File: src/rtl/count_monitor.sv
// -----------------------------------------------------------------------------
// count_monitor
//
// Reader-side checker for an enable-gated up-counter. The monitor samples the
// counter value and its enable on every rising edge. From the previous sample
// it predicts the current value as prev_cnt + prev_en, modulo 2^WIDTH. It locks
// after SYNC_LEN consecutive correct predictions. While locked, it flags and
// counts every deviation.
//
// Parameters
//   WIDTH      width of the monitored count bus
//   ERR_CNT_W  width of the saturating error counter
//   SYNC_LEN   consecutive matching samples required to lock (>= 1)
//
// Ports
//   clk        rising-edge clock for all logic
//   rst        asynchronous, active-low reset
//   en         enable as seen by the counter under test
//   cnt_in     counter output being monitored
//   clr        synchronous clear of err_count (lock state unaffected)
//   locked     1 while in LOCK
//   err_pulse  one-cycle pulse per mismatch detected in LOCK
//   err_count  mismatches since reset/clr, saturates at all-ones
//   last_good  last sample that matched the prediction while in LOCK
//   state      00 IDLE, 01 ACQ, 10 LOCK (11 is treated as IDLE)
//
// Every output comes straight from a flop or from a decode of flops. No input
// reaches an output within the same cycle.
// -----------------------------------------------------------------------------
module count_monitor #(
  parameter int WIDTH     = 32,
  parameter int ERR_CNT_W = 16,
  parameter int SYNC_LEN  = 3
) (
  input  logic                 clk,
  input  logic                 rst,
  input  logic                 en,
  input  logic [WIDTH-1:0]     cnt_in,
  input  logic                 clr,
  output logic                 locked,
  output logic                 err_pulse,
  output logic [ERR_CNT_W-1:0] err_count,
  output logic [WIDTH-1:0]     last_good,
  output logic [1:0]           state
);

  localparam int MC_W = (SYNC_LEN < 1) ? 1 : $clog2(SYNC_LEN + 1);

  typedef enum logic [1:0] {
    IDLE = 2'b00,
    ACQ  = 2'b01,
    LOCK = 2'b10
  } state_t;

  state_t               state_q, state_d;
  logic [WIDTH-1:0]     prev_cnt_q;
  logic                 prev_en_q;
  logic [MC_W-1:0]      match_cnt_q, match_cnt_d;
  logic                 err_pulse_q, err_pulse_d;
  logic [ERR_CNT_W-1:0] err_count_q, err_count_d;
  logic [WIDTH-1:0]     last_good_q, last_good_d;

  logic [WIDTH-1:0]     expected;
  logic                 match;

  // The counter loads out+1 on an enabled edge and holds otherwise.
  // All-ones + 1 wraps to zero, and that wrap counts as a match.
  assign expected = prev_cnt_q + WIDTH'(prev_en_q);
  assign match    = (cnt_in == expected);

  // Next-state and next-output logic.
  always_comb begin
    // NOTE: every signal assigned here gets a default first, so no path leaves
    // a value unassigned and no latch is inferred.
    state_d     = state_q;
    match_cnt_d = match_cnt_q;
    err_pulse_d = 1'b0;
    err_count_d = err_count_q;
    last_good_d = last_good_q;

    case (state_q)
      ACQ: begin
        if (match) begin
          match_cnt_d = match_cnt_q + MC_W'(1);
          if (match_cnt_q == MC_W'(SYNC_LEN - 1)) begin
            state_d = LOCK;
          end
        end else begin
          // Mismatches while acquiring just restart the run. They are not
          // errors because we never claimed lock.
          match_cnt_d = '0;
        end
      end

      LOCK: begin
        if (match) begin
          last_good_d = cnt_in;
        end else begin
          err_pulse_d = 1'b1;
          state_d     = ACQ;
          match_cnt_d = '0;
          if (err_count_q != '1) begin
            err_count_d = err_count_q + ERR_CNT_W'(1);
          end
        end
      end

      // IDLE, and the unused 2'b11 encoding. The first edge only captures
      // history, because there is no previous sample to predict from yet.
      default: begin
        state_d     = ACQ;
        match_cnt_d = '0;
      end
    endcase

    // Clear takes priority over a coincident increment. The pulse and the drop
    // to ACQ above still happen.
    if (clr) begin
      err_count_d = '0;
    end
  end

  // Registers.
  // NOTE: all state is cleared by the asynchronous reset. Every flop here is a
  // plain register rather than a memory, so resetting each one costs nothing
  // and gives a known power-up state.
  always_ff @(posedge clk or negedge rst) begin
    if (!rst) begin
      state_q     <= IDLE;
      prev_cnt_q  <= '0;
      prev_en_q   <= 1'b0;
      match_cnt_q <= '0;
      err_pulse_q <= 1'b0;
      err_count_q <= '0;
      last_good_q <= '0;
    end else begin
      // NOTE: non-blocking assignments, so every flop samples the pre-edge
      // values. The history update must not leak into this edge's compare.
      state_q     <= state_d;
      prev_cnt_q  <= cnt_in;
      prev_en_q   <= en;
      match_cnt_q <= match_cnt_d;
      err_pulse_q <= err_pulse_d;
      err_count_q <= err_count_d;
      last_good_q <= last_good_d;
    end
  end

  assign locked    = (state_q == LOCK);
  assign err_pulse = err_pulse_q;
  assign err_count = err_count_q;
  assign last_good = last_good_q;
  assign state     = state_q;

endmodule
File: config.mk
export PLATFORM = sky130hd
export DESIGN_NAME = count_monitor
export DESIGN_NICKNAME = d
export VERILOG_FILES = /design/src/rtl/count_monitor.sv
export SDC_FILE = /design/constraint.sdc
export NUM_CORES = 1
export LEC_CHECK = 0
export BUFFER_PORTS_ARGS = -buffer_cell sky130_fd_sc_hd__buf_2
export CORE_MARGIN = 2
export CORE_UTILIZATION = 38
export CTS_CLUSTER_DIAMETER = 40
export DETAILED_ROUTE_END_ITERATION = 8
export PLACE_DENSITY_LB_ADDON = 0.25
export SLEW_MARGIN = 0
export SYNTH_ARGS = -nofsm -noshare
export SYNTH_HDL_FRONTEND = slang
export SYNTH_SLANG_ARGS = --single-unit
File: constraint.sdc
create_clock -name clk -period 3 [get_ports clk]
set_input_delay 0.6 -clock clk [delete_from_list [all_inputs] [get_ports clk]]
set_output_delay 0.6 -clock clk [all_outputs]
set_load 0.03 [all_outputs]
==> summary.md <==
For the number of DRC violations after detailed-routing iteration 0, the log shows 172. After clock tree synthesis, the clock-pin slew on the worst setup and hold paths is 0.06 ns. The number of buffers and inverters on the critical path is 3. Setup violations remaining at the end of the flow were counted as 47.

The capturing point of the worst reg2reg path was err_count[5]. Routability-driven placement finished with a final weighted congestion of 0.887. The simple logic cell fraction of the synthesized area is 20.2%. The worst path in the final design needs a cycle of 3.13 ns, including I/O delays and setup. The die covers 12300 µm².

The tools report the beginning of the critical path as prev_cnt_q[0]. Entering global routing, the biggest net connects 47 pins. By area the synthesized netlist is led by dfrtp_1, mux2_2, xnor2_1, xor2_1, nand3_1.

The final critical path takes up 104% of the cycle. TritonCTS built the clock tree. For this run, the number of standard cells in the final layout without fillers is 670. Peak fanout along the critical path: 6. In the synthesized netlist the dominant register cell turns out to be dfrtp_1. In this run the worst hold path is classified as in -> async. The achievable clock frequency is 319 MHz, and the residual DRC count is 0.

The critical path goes through ha_4 > ha_4 > and4_4 > and2_4 > nand3_2 > or4b_4 > a22oi_2 > nand4_1 > buf_4 > nor3_4 > buf_4 > buf_6 > nor4_1 > mux2_2. In the post-synthesis netlist, the cell with the most instances is dfrtp_1. The die is 111 µm tall.

Once detail routing completed, the nets flagged for antenna violations numbered 0. Max-cap violations in this run came to 0. Type of the worst setup path: reg -> reg. Cells with a size suffix above 1 make up 43.6% of the layout.

The final setup skew was 0.00720 ns. The synthesized design contains 0 enable-type register cells. The number of nets in the final layout was 565.

The worst setup path is launched from a flop. The commonest cells after synthesis are dfrtp_1, mux2_2, xnor2_1. The main combinational cell family by area after synthesis was simple AND/OR/NAND/NOR gates. The clock tree synthesis step divided the H-tree into 3 levels. At the pin with the least slew margin, the transition time is 0.564 ns.

The run finished, with violations left. The number of warnings reported in the yosys synthesis log is 0, and the sequential cell area fraction in the yosys report is 49.7%. After Yosys synthesis, full adders, half adders and majority gates account for 1.16% of the synthesized area. STA puts the critical path data required time at 3.23 ns. From left edge to right edge, the die measures 111 µm.

The logs give 0 for the final-report max-slew violation count and 50 for the distinct cell type count after synthesis. The number of cells on the worst reg-to-reg path was 14. The logs give 38 for the floorplan row count and 2.57 mW for the overall power after layout. The register bit total from synthesis was 86. The number of port buffers was 87. For this run, the total global-route usage over all layers was measured as 16.8%. The cell leakage power was 2.80 nW. Setup repair after global routing could not meet its margin everywhere. The first global-routing pass estimated 16.6 mm of wire. The tools report the initial antenna violation count as 0. Using the TritonRoute via totals, the vias-per-cell ratio works out to 5.17. The run gives 0 as the final-report hold violation count. The biggest area contributor in the post-synthesis netlist is dfrtp_1.

The number of antenna diodes in the final layout is 0. After Yosys synthesis, XOR and XNOR cells account for 8.50% of the synthesized area. Summed over all layers, the routed wires come to 10.5 mm.

The synthesized area per cell is 11.2 µm². Summed over its instances, the top area cell type makes up 49.7% of the synthesized netlist area. The reg-to-reg setup timing slack is -0.13 ns.

The checks that failed: setup timing. For the number of buffers on the longest clock path, the log shows 2. The arrival time of the worst setup path came out at 3.37 ns.

The tools report the fill cell total of the finished layout as 957. The logs give 7.30 mm for the post-detailed-placement half-perimeter wirelength and 11000 µm² for the floorplan core area. The family with the most delay on the worst path is simple AND/OR/NAND/NOR gates. In the final routed layout, each cell accounts on average for 15.7 µm. The number of nets in the synthesized netlist is 428. Multiplexer cells account for 11.6% of the synthesized area. The worst pin sits at a relative slew slack of 62.3%. The tools report the count of TritonRoute iterations in the first routing pass as 4. The synthesized cell area was 4330 µm²; the synthesis-to-finish area growth was 38.2%. The tools report the number of hold-repair buffers added at the cts stage as 0.

In this run the clock root is driven by a clkbuf_16. The run gives 9 as the number of buffers created by CTS. Top-level port count: 88.

Fraction of the mapped netlist area in compound gates: 6.30%. For this configuration, the core starts out at a cell density of 39.4%. The critical path runs through a total of 14 cells.

The cell count after synthesis came out at 388. Number of global-route vias before repair: 3257. The total overflow left after global routing is 0. The post-layout worst setup margin is -0.134 ns. The worst-case IR drop observed on VDD is 0.221 mV.

The startpoint identified for the worst register-to-register timing path is prev_cnt_q[0]. The slowest library cell on the worst path was or4b_4. The logs give 639 for the count of placed standard cells including taps and 0.35 ns for the worst-skew pair later-pin latency. The maximum cell stage delay along the critical path was 0.49 ns. The worst setup path is captured at a flop. In this run the power density over the cells is 429 nW/µm².

The critical path ends at err_count[5]. Clock tree synthesis found a total of 86 sinks. In the synthesized netlist the async set-or-reset flop fraction comes to 100%. The routed layout has 3462 vias.
[worst min path at each step]
stage / start / end / slack (ns) / cells past startpoint
6_report: rst / last_good[8] / 0.24 / 1
5_1_grt: rst / err_count[4] / 0.27 / 1
4_1_cts: rst / err_count[12] / 0.25 / 1
3_5_place_dp: last_good[21] / last_good[21] / 0.49 / 1
3_3_place_gp: last_good[4] / last_good[4] / 0.48 / 1
2_1_floorplan: rst / err_count[0] / 0.30 / 0
[worst register-to-register path, stage by stage, from the launching register on]
cell,delay (ns)
dfrtp_1,0.37
ha_4,0.17
ha_4,0.13
and4_4,0.24
and2_4,0.17
nand3_2,0.07
or4b_4,0.49
a22oi_2,0.15
nand4_1,0.22
buf_4,0.23
nor3_4,0.20
buf_4,0.15
buf_6,0.11
nor4_1,0.05
mux2_2,0.29
[per-stage QoR]
| stage | TNS, ns | hold slack, ns | utilization [%] | instance area, µm² | setup WS, ns |
|---|---|---|---|---|---|
| after floorplan | -0.683 | 0.304 | - | 4410 | -0.0329 |
| after global placement | -5.71 | 0.485 | 47.7 | 5240 | -0.200 |
| after detailed placement | -7.24 | 0.491 | 47.7 | 5240 | -0.248 |
| after CTS | -0.440 | 0.252 | 51.1 | 5610 | -0.0496 |
| after global routing | -9.52 | 0.272 | 54.5 | 5980 | -0.239 |
| final | -4.26 | 0.237 | 54.5 | 5980 | -0.134 |
[registers in the layout, summed over array words and instances (netlist names)]
register     flops
err_count       16
err_pulse        1
last_good       32
match_cnt_q      2
prev_cnt_q      32
prev_en_q        1
state            2
[cell type report]
class	count	area (µm²)	area share, %
Inverter	12	45.0	0.753
Sequential cell	86	2160	36.1
Tap cell	140	175	2.93
Timing Repair Buffer	136	933	15.6
Multi-Input combinational cell	280	2370	39.6
Clock buffer	11	243	4.06
Clock inverter	5	58.8	0.983
[layout by cell type, fill, tap and decap left out, types with 5 or more instances in the layout]
cell / synthesis / routed
inv_1: 12 / 12
buf_6: 3 / 8
mux2_4: 0 / 33
a31oi_1: 7 / 6
buf_2: 3 / 86
xor2_1: 16 / 16
and3_1: 16 / 14
and4_1: 6 / 6
xnor2_1: 26 / 26
nor2b_1: 8 / 8
buf_4: 0 / 35
nand4_1: 11 / 11
nand2_1: 17 / 17
dfrtp_1: 86 / 82
nor2_1: 14 / 12
nand3_1: 22 / 20
clkbuf_16: 0 / 12
nor3_1: 15 / 13
nand2b_1: 5 / 5
mux2_2: 38 / 8
a21oi_1: 11 / 7
[power by group]
group,internal [mW],switching [mW]
registers,1.18,0.0256
clock network,0.667,0.452
logic,0.108,0.132
total,1.96,0.610
[repair_timing]
item / 4_1_cts / 5_1_grt
pin swaps: 4 / 23
resized for setup: 15 / 56
buffers inserted: 2 / 9
gates cloned: 0 / 4
setup endpoints to repair: 48 / 51
[logic make-up after synthesis]
| logic type | after synthesis |
|---|---|
| and+or+nand+nor | 146 |
| DFF | 86 |
| muxes | 45 |
| AOI/OAI and AO/OA | 43 |
| xor gates and xnor gates | 42 |
| buffers and inverters | 22 |
| adders and majority gates | 4 |
[routing by layer]
metal | routed length [µm] | share of wire, % | GRT usage [%] | vias to the layer above
li1 | - | - | - | 1684
met5 | 0 | 0 | 0 | -
met4 | 143 | 1.4 | 5.83 | 0
met2 | 4820 | 46 | 24.7 | 81
met3 | 497 | 4.7 | 4.43 | 10
met1 | 5030 | 48 | 24.0 | 1687
Power figures use the tool's default switching activity.
